## src/rtl/cpu_pkg.sv

```systemverilog
// Shared definitions for the CPU pipeline stages: memory width codes,
// memory-stage state encoding and the pipeline tag width.
package cpu_pkg;

   localparam int TAG_W = 8;

   localparam logic [1:0] MEM_BYTE = 2'd0;
   localparam logic [1:0] MEM_HALF = 2'd1;
   localparam logic [1:0] MEM_WORD = 2'd2;

   localparam logic [1:0] STATE_IDLE     = 2'd0;
   localparam logic [1:0] STATE_BUS_WAIT = 2'd1;
   localparam logic [1:0] STATE_HOLD     = 2'd2;

   // Halves need an even address, words (and the reserved code) a multiple of four.
   function automatic logic is_misaligned(input logic [1:0] width, input logic [1:0] addr_lo);
      logic result;
      result = 1'b0;
      case (width)
         MEM_BYTE: result = 1'b0;
         MEM_HALF: result = addr_lo[0];
         default:  result = (addr_lo != 2'b00);
      endcase
      return result;
   endfunction

endpackage

```

## src/rtl/cpu_memory_align.sv

```systemverilog
// Byte-lane alignment helper: extracts and extends load data from a bus word,
// and builds the replicated store data plus byte write mask.
module cpu_memory_align
   import cpu_pkg::*;
(
   input  logic [1:0]  width,
   input  logic [1:0]  addr_lo,
   input  logic        is_signed,
   input  logic [31:0] rdata,
   input  logic [31:0] wdata,
   output logic [31:0] load_data,
   output logic [31:0] store_data,
   output logic [3:0]  store_mask
);

   logic [7:0]  byte_val;
   logic [15:0] half_val;

   always_comb begin
      byte_val   = rdata[7:0];
      half_val   = addr_lo[1] ? rdata[31:16] : rdata[15:0];
      load_data  = rdata;
      store_data = wdata;
      store_mask = 4'b1111;

      case (addr_lo)
         2'd0:    byte_val = rdata[7:0];
         2'd1:    byte_val = rdata[15:8];
         2'd2:    byte_val = rdata[23:16];
         default: byte_val = rdata[31:24];
      endcase

      // The reserved width code falls through to full-word behaviour.
      case (width)
         MEM_BYTE: begin
            load_data  = {{24{is_signed & byte_val[7]}}, byte_val};
            store_data = {4{wdata[7:0]}};
            store_mask = 4'b0001 << addr_lo;
         end
         MEM_HALF: begin
            load_data  = {{16{is_signed & half_val[15]}}, half_val};
            store_data = {2{wdata[15:0]}};
            store_mask = addr_lo[1] ? 4'b1100 : 4'b0011;
         end
         default: begin
            load_data  = rdata;
            store_data = wdata;
            store_mask = 4'b1111;
         end
      endcase
   end

endmodule

```

## src/rtl/cpu_memory.sv

```systemverilog
// Memory-access pipeline stage: takes one instruction per new tag from execute,
// performs at most one bus load/store, and hands the result to writeback by tag change.
module cpu_memory
   import cpu_pkg::*;
#(
   parameter logic [31:0] RESET_VECTOR = 32'h0000_0000
)
(
   input  logic             i_clock,
   input  logic             i_reset,
   input  logic             i_stall,
   input  logic [TAG_W-1:0] i_tag,
   input  logic [4:0]       i_inst_rd,
   input  logic [31:0]      i_rd,
   input  logic             i_branch,
   input  logic [31:0]      i_pc_next,
   input  logic             i_mem_read,
   input  logic             i_mem_write,
   input  logic [1:0]       i_mem_width,
   input  logic             i_mem_signed,
   input  logic [31:0]      i_mem_address,
   input  logic [31:0]      i_mem_wdata,
   output logic             o_bus_request,
   output logic             o_bus_rw,
   output logic [31:0]      o_bus_address,
   output logic [31:0]      o_bus_wdata,
   output logic [3:0]       o_bus_wmask,
   input  logic [31:0]      i_bus_rdata,
   input  logic             i_bus_ready,
   output logic             o_busy,
   output logic             o_fault,
   output logic [TAG_W-1:0] o_tag,
   output logic [4:0]       o_inst_rd,
   output logic [31:0]      o_rd,
   output logic             o_branch,
   output logic [31:0]      o_pc_next
);

   logic [1:0]       state;
   logic [TAG_W-1:0] lat_tag;
   logic [4:0]       lat_inst_rd;
   logic [31:0]      lat_rd;
   logic             lat_branch;
   logic [31:0]      lat_pc_next;
   logic             lat_read;
   logic [1:0]       lat_width;
   logic [1:0]       lat_addr_lo;
   logic             lat_signed;
   logic [31:0]      result_buf;

   logic [1:0]       align_width;
   logic [1:0]       align_addr_lo;
   logic             align_signed;
   logic [31:0]      load_data;
   logic [31:0]      store_data;
   logic [3:0]       store_mask;
   logic [31:0]      bus_result;
   logic             is_mem;
   logic             misaligned;

   // In IDLE the aligner prepares the store from live inputs; afterwards it decodes the load.
   assign align_width   = (state == STATE_IDLE) ? i_mem_width           : lat_width;
   assign align_addr_lo = (state == STATE_IDLE) ? i_mem_address[1:0]    : lat_addr_lo;
   assign align_signed  = (state == STATE_IDLE) ? i_mem_signed          : lat_signed;
   assign is_mem        = i_mem_read | i_mem_write;
   assign misaligned    = is_misaligned(i_mem_width, i_mem_address[1:0]);
   assign bus_result    = lat_read ? load_data : lat_rd;

   cpu_memory_align u_align (
      .width      (align_width),
      .addr_lo    (align_addr_lo),
      .is_signed  (align_signed),
      .rdata      (i_bus_rdata),
      .wdata      (i_mem_wdata),
      .load_data  (load_data),
      .store_data (store_data),
      .store_mask (store_mask)
   );

   always_ff @(posedge i_clock or posedge i_reset) begin
      if (i_reset) begin
         state         <= STATE_IDLE;
         o_bus_request <= 1'b0;
         o_bus_rw      <= 1'b0;
         o_bus_address <= '0;
         o_bus_wdata   <= '0;
         o_bus_wmask   <= '0;
         o_busy        <= 1'b0;
         o_fault       <= 1'b0;
         o_tag         <= '0;
         o_inst_rd     <= '0;
         o_rd          <= '0;
         o_branch      <= 1'b0;
         o_pc_next     <= RESET_VECTOR;
         lat_tag       <= '0;
         lat_inst_rd   <= '0;
         lat_rd        <= '0;
         lat_branch    <= 1'b0;
         lat_pc_next   <= '0;
         lat_read      <= 1'b0;
         lat_width     <= '0;
         lat_addr_lo   <= '0;
         lat_signed    <= 1'b0;
         result_buf    <= '0;
      end else begin
         case (state)
            STATE_IDLE: begin
               if (!i_stall && (i_tag != o_tag)) begin
                  if (!is_mem || misaligned) begin
                     o_tag     <= i_tag;
                     o_inst_rd <= i_inst_rd;
                     o_rd      <= is_mem ? 32'h0 : i_rd;
                     o_fault   <= is_mem;
                     o_branch  <= i_branch;
                     o_pc_next <= i_pc_next;
                  end else begin
                     lat_tag       <= i_tag;
                     lat_inst_rd   <= i_inst_rd;
                     lat_rd        <= i_rd;
                     lat_branch    <= i_branch;
                     lat_pc_next   <= i_pc_next;
                     lat_read      <= i_mem_read;
                     lat_width     <= i_mem_width;
                     lat_addr_lo   <= i_mem_address[1:0];
                     lat_signed    <= i_mem_signed;
                     o_bus_request <= 1'b1;
                     o_bus_rw      <= i_mem_write;
                     o_bus_address <= {i_mem_address[31:2], 2'b00};
                     o_bus_wdata   <= store_data;
                     o_bus_wmask   <= i_mem_write ? store_mask : 4'b0000;
                     o_busy        <= 1'b1;
                     state         <= STATE_BUS_WAIT;
                  end
               end
            end

            STATE_BUS_WAIT: begin
               if (i_bus_ready) begin
                  o_bus_request <= 1'b0;
                  result_buf    <= bus_result;
                  if (!i_stall) begin
                     o_tag     <= lat_tag;
                     o_inst_rd <= lat_inst_rd;
                     o_rd      <= bus_result;
                     o_fault   <= 1'b0;
                     o_branch  <= lat_branch;
                     o_pc_next <= lat_pc_next;
                     o_busy    <= 1'b0;
                     state     <= STATE_IDLE;
                  end else begin
                     state     <= STATE_HOLD;
                  end
               end
            end

            STATE_HOLD: begin
               if (!i_stall) begin
                  o_tag     <= lat_tag;
                  o_inst_rd <= lat_inst_rd;
                  o_rd      <= result_buf;
                  o_fault   <= 1'b0;
                  o_branch  <= lat_branch;
                  o_pc_next <= lat_pc_next;
                  o_busy    <= 1'b0;
                  state     <= STATE_IDLE;
               end
            end

            default: state <= STATE_IDLE;
         endcase
      end
   end

endmodule
```

## config.mk

```make
export PLATFORM = sky130hd
export DESIGN_NAME = cpu_memory
export DESIGN_NICKNAME = d
export VERILOG_FILES = /design/src/rtl/cpu_pkg.sv /design/src/rtl/cpu_memory_align.sv /design/src/rtl/cpu_memory.sv
export SDC_FILE = /design/constraint.sdc
export NUM_CORES = 1
export LEC_CHECK = 0
export CAP_MARGIN = 20
export CORE_AREA = 2 2 181 139
export CTS_CLUSTER_DIAMETER = 50
export DETAILED_ROUTE_END_ITERATION = 10
export DIE_AREA = 0 0 183 141
export DONT_BUFFER_PORTS = 1
export PLACE_DENSITY_LB_ADDON = 0.08
export SYNTH_ARGS = -nofsm -noshare
export SYNTH_HDL_FRONTEND = slang
export SYNTH_SLANG_ARGS = --single-unit
```

## constraint.sdc

```tcl
create_clock -name i_clock -period 10.35 [get_ports i_clock]
set_clock_uncertainty 0.15 [all_clocks]
set_input_delay 2.07 -clock i_clock [delete_from_list [all_inputs] [get_ports i_clock]]
set_output_delay 2.07 -clock i_clock [all_outputs]
set_load 0.01 [all_outputs]
```

[After elaboration in Yosys (flattened, before gate mapping)]
Index checks and enable logic that the tools add are counted.
Storage, ports and cells
  input bits: 183
  word-level logic and storage cells: 116
  register bits after elaboration: 266
  output and inout bits: 150
Operators by class
  equal/unequal tests: 13
  muxes and demuxes: 57
  reduce and logical (&&, ||, !) cells: 18
  bitwise operators: 4
  shifts and indexed selects: 1
Operators with widths (count)
  32-bit two-way mux: 11
  32-bit case mux with 3 select lines: 2
  32-bit case mux with 2 select lines: 2
  8-bit case mux with 3 select lines: 2
  8-bit two-way mux: 4
  5-bit two-way mux: 4
  16-bit two-way mux: 1
  4-bit AND reduction: 4
  5-bit case mux with 3 select lines: 1
  1-bit two-way mux: 14
  2-bit two-way mux: 7
  1-bit case mux with 3 select lines: 3
  2-bit by 1-bit == test with 1-bit output (second input constant): 4
  2-bit zero test: 4
  4-bit two-way mux: 2
  2-bit inequality test (second input constant): 4
  8-bit inequality test: 1
  4-bit case mux with 2 select lines: 1
  2-bit case mux with 3 select lines: 1
  6-bit AND reduction: 1
  2-bit == test (second input constant): 2
  2-bit by 1-bit inequality test with 1-bit output (second input constant): 2
  1-bit case mux with 2 select lines: 2
  2-bit nonzero test: 2
  other kinds (10): 12

[Longest topological paths before layout]
Gate-level depths: netlist of the first run.
  depth after elaboration: 10
  mapped depth: 12
  depth with buffers taken out: 8

[Modules after synthesis]
Synthesis of the first run repeated with hierarchy kept, for this count alone.
Unflattened totals
  cells, all modules: 1046
  area total of the unflattened synthesis: 13205.2 µm²
By module, submodules not included
  cpu_memory: cells an instance 868, sequential area each 6656.4 µm², area each 11912.7 µm², instances 1
  cpu_memory_align: cells an instance 178, sequential area each 0.0 µm², area each 1292.5 µm², instances 1

[Worst setup path after synthesis of the first run]
Ideal clock, no wire load.
  kind: input-to-reg
  start: input port i_mem_address[1]
  end: register o_rd[17]
  stages on the path: 6
  required time: 10074 ps
  slack: 6513 ps
  library setup time: 126 ps
  path buffers: 1
  data arrival time: 3561 ps
  path through: mux2i_2 a2111oi_4 o31a_1 buf_2 o22ai_1 o21ai_1
Between the ends
  cells in the longest elaborated chain, start to end: 9
  elaborated cells on any way between the ends: 18
  classes of those cells: 3 x eq/ne; 9 x mux; 2 x bitwise; 4 x reduce/logical
Ends and longest elaborated chain
  start: declaration: line cpu_memory.sv:21  | input logic [31:0] i_mem_address,
  2-bit two-way mux: line cpu_memory.sv:63  | assign align_addr_lo = (state == STATE_IDLE) ? i_mem_address[1:0] : lat_addr_lo;
  2-bit == test (tied with other cells): line cpu_memory_align.sv:26  | case (addr_lo)
  8-bit case mux with 3 select lines: line cpu_memory_align.sv:26
  1-bit AND: line cpu_memory_align.sv:36  | load_data = {{24{is_signed & byte_val[7]}}, byte_val};
  32-bit case mux with 2 select lines: line cpu_memory_align.sv:34  | case (width)
  32-bit two-way mux: line cpu_memory.sv:67  | assign bus_result = lat_read ? load_data : lat_rd;
  32-bit two-way mux: line cpu_memory.sv:141  | if (!i_stall) begin
  32-bit two-way mux: line cpu_memory.sv:138  | if (i_bus_ready) begin
  32-bit case mux with 3 select lines: line cpu_memory.sv:106  | case (state)
  end signal: assignment: line cpu_memory.sv:112  | o_rd <= is_mem ? 32'h0 : i_rd;
  end signal: assignment: line cpu_memory.sv:144  | o_rd <= bus_result;
  end signal: assignment: line cpu_memory.sv:160  | o_rd <= result_buf;
  end: declaration: line cpu_memory.sv:34  | output logic [31:0] o_rd,
Parallel ways exist; a longest one is shown, timed or not. The select of a mux whose other input is x is not followed.
A chain may end at the register's enable or synchronous reset.

[Worst setup path in the final report of the first run]
  start: input port i_tag[4]
  end: register o_bus_wdata[31]
Between the ends
  cells in the longest elaborated chain, start to end: 3
Ends and longest elaborated chain
  start: declaration: line cpu_memory.sv:12  | input logic [TAG_W-1:0] i_tag,
  8-bit inequality test: line cpu_memory.sv:108  | if (!i_stall && (i_tag != o_tag)) begin
  1-bit logical AND: line cpu_memory.sv:108
  3-bit AND reduction (no source line)
  end signal: assignment: line cpu_memory.sv:129  | o_bus_wdata <= store_data;
  end: declaration: line cpu_memory.sv:26  | output logic [31:0] o_bus_wdata,
Every way passes these cells.

==> results of run 1 <==
[per-layer routing]
metal / vias up / wire length (um)
met5: - / 11
li1: 4929 / -
met4: 2 / 949
met1: 5076 / 15800
met2: 486 / 16900
met3: 61 / 4640
[synth_stat cells, types with 8 or more instances]
| library cell | instances |
|---|---|
| a21o_1 | 26 |
| a21oi_1 | 80 |
| a221o_1 | 8 |
| a22o_1 | 19 |
| a22oi_1 | 12 |
| a31oi_1 | 19 |
| buf_2 | 14 |
| clkbuf_1 | 86 |
| dfrtp_1 | 266 |
| mux2i_1 | 81 |
| nand2_1 | 473 |
| nand3_1 | 37 |
| nor2_1 | 95 |
| nor2b_1 | 21 |
| o21ai_0 | 58 |
| o21ai_1 | 30 |
| o22ai_1 | 20 |
| xnor2_1 | 8 |
[tightest hold or removal path, cell delays in order, from the launching register on]
cell and delay, ns:
dfrtp_1 0.34, nand2_1 0.05, nand2_1 0.05
[kinds of logic after synthesis]
group	share of synthesized area, %
simple gates	21.3
compound gates	16.0
flops	51.0
buf+inv	3.70
mux	7.03
xor+xnor	0.537
fa+ha+maj	0.384
other cells	0.0287
[state kept, by name, indices dropped and copies added, names as in the netlist, 30 cells and up]
| signal | count |
|---|---|
| o_bus_wdata | 32 |
| result_buf | 32 |
| lat_rd | 32 |
| lat_pc_next | 32 |
| o_pc_next | 32 |
| o_bus_address | 30 |
| o_rd | 32 |
[where the power goes]
group / switching [mW] / internal (mW)
clock: 0.451 / 0.682
sequential: 0.514 / 1.56
combinational: 1.37 / 0.866
[per-stage QoR]
stage / hold slack [ns] / power (mW) / util, % / cell area, um2
after floorplan: 0.288 / 3.74 / - / 13100
after global placement: 0.305 / 4.26 / 54.3 / 13200
after detailed placement: 0.312 / 4.32 / 54.3 / 13200
after CTS: 0.328 / 5.46 / 58.7 / 14300
after global routing: 0.345 / 5.84 / 58.7 / 14300
final: 0.325 / 5.44 / 58.7 / 14300
[worst min path at each step]
| stage | startpoint | endpoint | slack [ns] | depth (start not counted) |
|---|---|---|---|---|
| floorplan | lat_rd[5] | lat_rd[5] | 0.29 | 2 |
| detailed placement | lat_pc_next[28] | lat_pc_next[28] | 0.31 | 2 |
| finish | lat_rd[26] | lat_rd[26] | 0.33 | 2 |
| global placement | lat_signed | lat_signed | 0.30 | 2 |
| CTS | lat_pc_next[28] | lat_pc_next[28] | 0.33 | 2 |
| global route | lat_rd[23] | lat_rd[23] | 0.35 | 2 |
[area by class of cell]
class	count	area (um2)	share of cell area (%)
Sequential cell	266	6660	46.7
Antenna cell	1	2.50	0.0175
Multi-Input combinational cell	1099	5980	41.9
Tap cell	312	390	2.74
Clock buffer	39	886	6.21
Clock inverter	17	191	1.34
Timing Repair Buffer	17	128	0.895
Inverter	6	30.0	0.211
==> flow_metrics.env, run 1 <==
export IMPL_instances_no_fill=1757
export IMPL_rr_worst_depth=9
export IMPL_finalSetupTns_ns=0
export IMPL_crit_start="i_tag[4]"
export IMPL_status="completed"
export IMPL_rsz0062_at_grt="no"
export IMPL_drive_above_1_share_pct=6.86
export IMPL_crit_path_end="o_bus_wdata[31]"
export IMPL_async_reset_ff_share_pct=100
export IMPL_io_buffers=0
export IMPL_wl_um=38300
export IMPL_yosysTopAreaCellShare_pct=51.0
export IMPL_die_w_um=183
export IMPL_grt_ovfl_total=0
export IMPL_vias=10600
export IMPL_finalHoldViolCount=0
export IMPL_netlist_area_mm2=0.0130
export IMPL_yosysTopAreaCell="dfrtp_1"
export IMPL_slew_headroom_pct=21.7
export IMPL_ys_top_cells_by_area="dfrtp_1 (51%), nand2_1 (14%), mux2i_1 (6.2%), a21oi_1 (3.1%), nor2_1 (2.7%)"
export IMPL_fill_cells=2182
export IMPL_place_congestion=0.931
export IMPL_cts_sinks=266
export IMPL_ant_nets=0
export IMPL_rrSetupSlack_ns=6.31
export IMPL_ys_seq_area_share_pct=51.0
export IMPL_postCtsSetupRepairBufs=0
export IMPL_tightest_slew_ns=1.17
export IMPL_setup_violations_final=0
export IMPL_dpl_hpwl_um=24700
export IMPL_die_h_um=141
export IMPL_drcViolationCount=0
export IMPL_syn_avg_cell_area_um2=8.82
export IMPL_detail_route_wl_per_cell_um=21.8
export IMPL_path_buf_inv=1
export IMPL_synthFlopType="dfrtp_1"
export IMPL_area_growth_synth_to_final_pct=9.28
export IMPL_syn_inst=1480
export IMPL_cp_top_family="simple AND/OR/NAND/NOR gates"
export IMPL_std_cell_rows=50
export IMPL_grt_max_degree=138
export IMPL_start_util_pct=53.8
export IMPL_clkTransAtPathRegs_ns=0.06
export IMPL_final_nets=1607
export IMPL_fmax_mhz=216
export IMPL_post_cts_resized=0
export IMPL_pre_cts_slack_ns=5.17
export IMPL_rr_startpoint="state[0]"
export IMPL_end_kind="register"
export IMPL_dp_cells=1700
export IMPL_slowest_stage="buf_4"
export IMPL_fin_crit_sh_pct=44.8
export IMPL_cts_buffer_depth=3
export IMPL_routed_via_density=6.01
export IMPL_firstDrtPassIters=5
export IMPL_crit_arrival_ns=4.87
export IMPL_die_area_mm2=0.0258
export IMPL_grt_pass1_wl_um=59200
export IMPL_synth_enable_flop_cells=0
export IMPL_cts_root_buffer="clkbuf_16"
export IMPL_met3_usage_pct=10.5
export IMPL_h_tree_depth=1
export IMPL_start_kind="primary input"
export IMPL_grtUsageTotal_pct=29.3
export IMPL_rr_endpoint="o_rd[7]"
export IMPL_finalMaxSlewViolations=0
export IMPL_ys_warn_count=0
export IMPL_use_met1_pct=39.8
export IMPL_cp_required_ns=10.59
export IMPL_most_common_layout_cells="nand2_1 (473), dfrtp_1 (266), nor2_1 (93)"
export IMPL_grt_pass1_vias=10300
export IMPL_ir_drop_v=0.000239
export IMPL_finalCriticalPeriod_ns=4.63
export IMPL_insertion_delay_ns=0.56
export IMPL_worst_slack_ns=5.72
export IMPL_core_area_mm2=0.0243
export IMPL_grt_busiest_layer="met2"
export IMPL_synth_seq_cells=266
export IMPL_crit_chain="xnor2_1 > nand4_1 > o21ai_1 > or2_4 > buf_4 > o21ai_0"
export IMPL_drtIter0Drc=825
export IMPL_postCtsHoldBufs=0
export IMPL_io_pins=333
export IMPL_p_per_area_mw_per_mm2=382
export IMPL_cp_max_fo=91
export IMPL_cts_tree="done"
export IMPL_cts_made_buffers=30
export IMPL_max_cap_violations=0
export IMPL_min_path_type="register to register"
export IMPL_cp_num_cells=6
export IMPL_criticalPathCategory="primary input to register"
export IMPL_critical_path_max_stage_delay_ns=0.87
export IMPL_antenna_found_initial=3
export IMPL_final_common_cell="nand2_1"
export IMPL_use_met2_pct=44.7
export IMPL_synth_cell_types=65
export IMPL_p_leak_nw=6.75
Power figures use the tool's default switching activity.
==> run 2: changes to the inputs <==
- clock period: 10.35 -> 4.5 ns (I/O delays scaled with it)
==> flow_metrics.env, run 2 (synthesized netlist as in run 1, its figures left out) <==
export IMPL_drcViolationCount=0
export IMPL_crit_chain="inv_1 > ha_4 > mux2i_4 > mux2i_1 > a2111oi_4 > buf_4 > o31a_1 > o22ai_1 > o21ai_0"
export IMPL_cts_made_buffers=29
export IMPL_final_area_mm2=0.0143
export IMPL_finalCriticalPeriod_ns=3.43
export IMPL_cts_root_buffer="clkbuf_16"
export IMPL_core_area_mm2=0.0243
export IMPL_cts_buffer_depth=3
export IMPL_slew_headroom_pct=41.2
export IMPL_drive_above_1_share_pct=6.63
export IMPL_wl_um=37900
export IMPL_postCtsHoldBufs=0
export IMPL_cts_tree="done"
export IMPL_finalHoldViolCount=0
export IMPL_grtUsageTotal_pct=28.9
export IMPL_die_h_um=141
export IMPL_h_tree_depth=1
export IMPL_place_congestion=0.899
export IMPL_start_util_pct=53.8
export IMPL_placed_area_mm2=0.0133
export IMPL_rsz0062_at_grt="no"
export IMPL_routed_via_density=5.96
export IMPL_start_kind="register"
export IMPL_ir_drop_v=0.000517
export IMPL_cp_top_family="compound AO/OA/AOI/OAI gates"
export IMPL_cts_sinks=266
export IMPL_tightest_slew_ns=0.881
export IMPL_p_per_area_mw_per_mm2=868
export IMPL_insertion_delay_ns=0.55
export IMPL_grt_pass1_vias=10100
export IMPL_grt_ovfl_total=0
export IMPL_io_buffers=0
export IMPL_firstDrtPassIters=7
export IMPL_std_cell_rows=50
export IMPL_finalMaxSlewViolations=0
export IMPL_dpl_hpwl_um=25100
export IMPL_area_growth_synth_to_final_pct=9.66
export IMPL_status="completed"
export IMPL_fin_crit_sh_pct=76.1
export IMPL_antenna_found_initial=0
export IMPL_die_area_mm2=0.0258
export IMPL_fmax_mhz=292
export IMPL_end_kind="register"
export IMPL_fill_cells=2141
export IMPL_io_pins=333
export IMPL_detail_route_wl_per_cell_um=21.5
export IMPL_clkTransAtPathRegs_ns=0.06
export IMPL_die_w_um=183
export IMPL_final_nets=1613
export IMPL_cp_required_ns=4.81
export IMPL_grt_max_degree=158
export IMPL_setup_violations_final=0
export IMPL_p_leak_nw=6.77
export IMPL_path_buf_inv=2
export IMPL_grt_pass1_wl_um=58900
export IMPL_final_common_cell="nand2_1"
export IMPL_critical_path_max_stage_delay_ns=0.68
export IMPL_drtIter0Drc=743
export IMPL_n_antenna_cell=0
export IMPL_finalSetupTns_ns=0
export IMPL_max_cap_violations=0
export IMPL_vias=10500
export IMPL_cp_max_fo=38
export IMPL_criticalPathCategory="register to register"
export IMPL_total_power_mw=12.4
export IMPL_postCtsSetupRepairBufs=0
export IMPL_min_path_type="primary input to async pin"
export IMPL_slowest_stage="o31a_1"
export IMPL_ant_nets=0
export IMPL_crit_arrival_ns=3.74
export IMPL_timing_hold_ws_ns=0.256
export IMPL_most_common_layout_cells="nand2_1 (473), dfrtp_1 (266), nor2_1 (93)"
export IMPL_post_cts_resized=0
-- run 2: changes by cell type in the layout (fill, tap and decap cells not counted) --
| cell | change |
|---|---|
| clkinv_2 | -3 |
| clkbuf_8 | -1 |
| buf_8 | +1 |
| clkbuf_1 | +6 |
| clkinv_4 | -2 |
| diode_2 | -1 |
| buf_12 | +7 |
| clkbuf_16 | -2 |
| buf_4 | -1 |
| inv_8 | -2 |
-- run 2: cell type report --
class | instances | area, um2 | share of cell area (%)
clock buffers | 42 | 845 | 5.90
clock inverters | 10 | 140 | 0.979
inverters | 6 | 26.3 | 0.184
multi-input cells | 1099 | 5980 | 41.8
flip-flops and latches | 266 | 6660 | 46.5
well taps | 312 | 390 | 2.73
repair buffers | 24 | 275 | 1.92
-- run 2: final timing paths --
path | from | end | slack, ns | depth (start not counted)
min in group i_clock | i_inst_rd[2] | lat_inst_rd[2] | 0.31 | 2
hold reg to reg | lat_pc_next[10] | lat_pc_next[10] | 0.32 | 2
max in group asynchronous | i_reset | result_buf[8] | 3.17 | 2
setup / recovery | state[0] | result_buf[27] | 1.07 | 9
hold / removal | i_reset | lat_pc_next[7] | 0.26 | 2
setup reg to reg | state[0] | result_buf[27] | 1.07 | 9
-- run 2: worst register-to-register path: stages, from the launching register on --
cell	delay, ns
dfrtp_1	0.41
inv_1	0.13
ha_4	0.45
mux2i_4	0.35
mux2i_1	0.14
a2111oi_4	0.35
buf_4	0.23
o31a_1	0.68
o22ai_1	0.25
o21ai_0	0.21
-- run 2: stage by stage --
step	utilization, %	setup slack [ns]	std cells
6_report	58.9	1.07	1759
5_1_grt	58.9	0.872	1759
4_1_cts	58.9	1.07	1759
3_5_place_dp	54.9	1.08	1707
3_3_place_gp	54.8	1.14	1706
2_1_floorplan	-	-0.0615	1481
-- run 2: routing by layer --
layer	global-route usage [%]	up-vias	routed length (um)
met5	0	-	0
met4	7.16	0	800
met2	44.4	459	16700
met3	11.2	58	4580
li1	-	4937	-
met1	38.9	5029	15800
-- run 2: power by group --
part           leakage, nW  switching, mW  total, mW  internal (mW)
registers             3.27           1.20       4.78           3.58
logic                 3.02           3.13       5.20           2.06
clock network        0.480          0.969       2.44           1.47
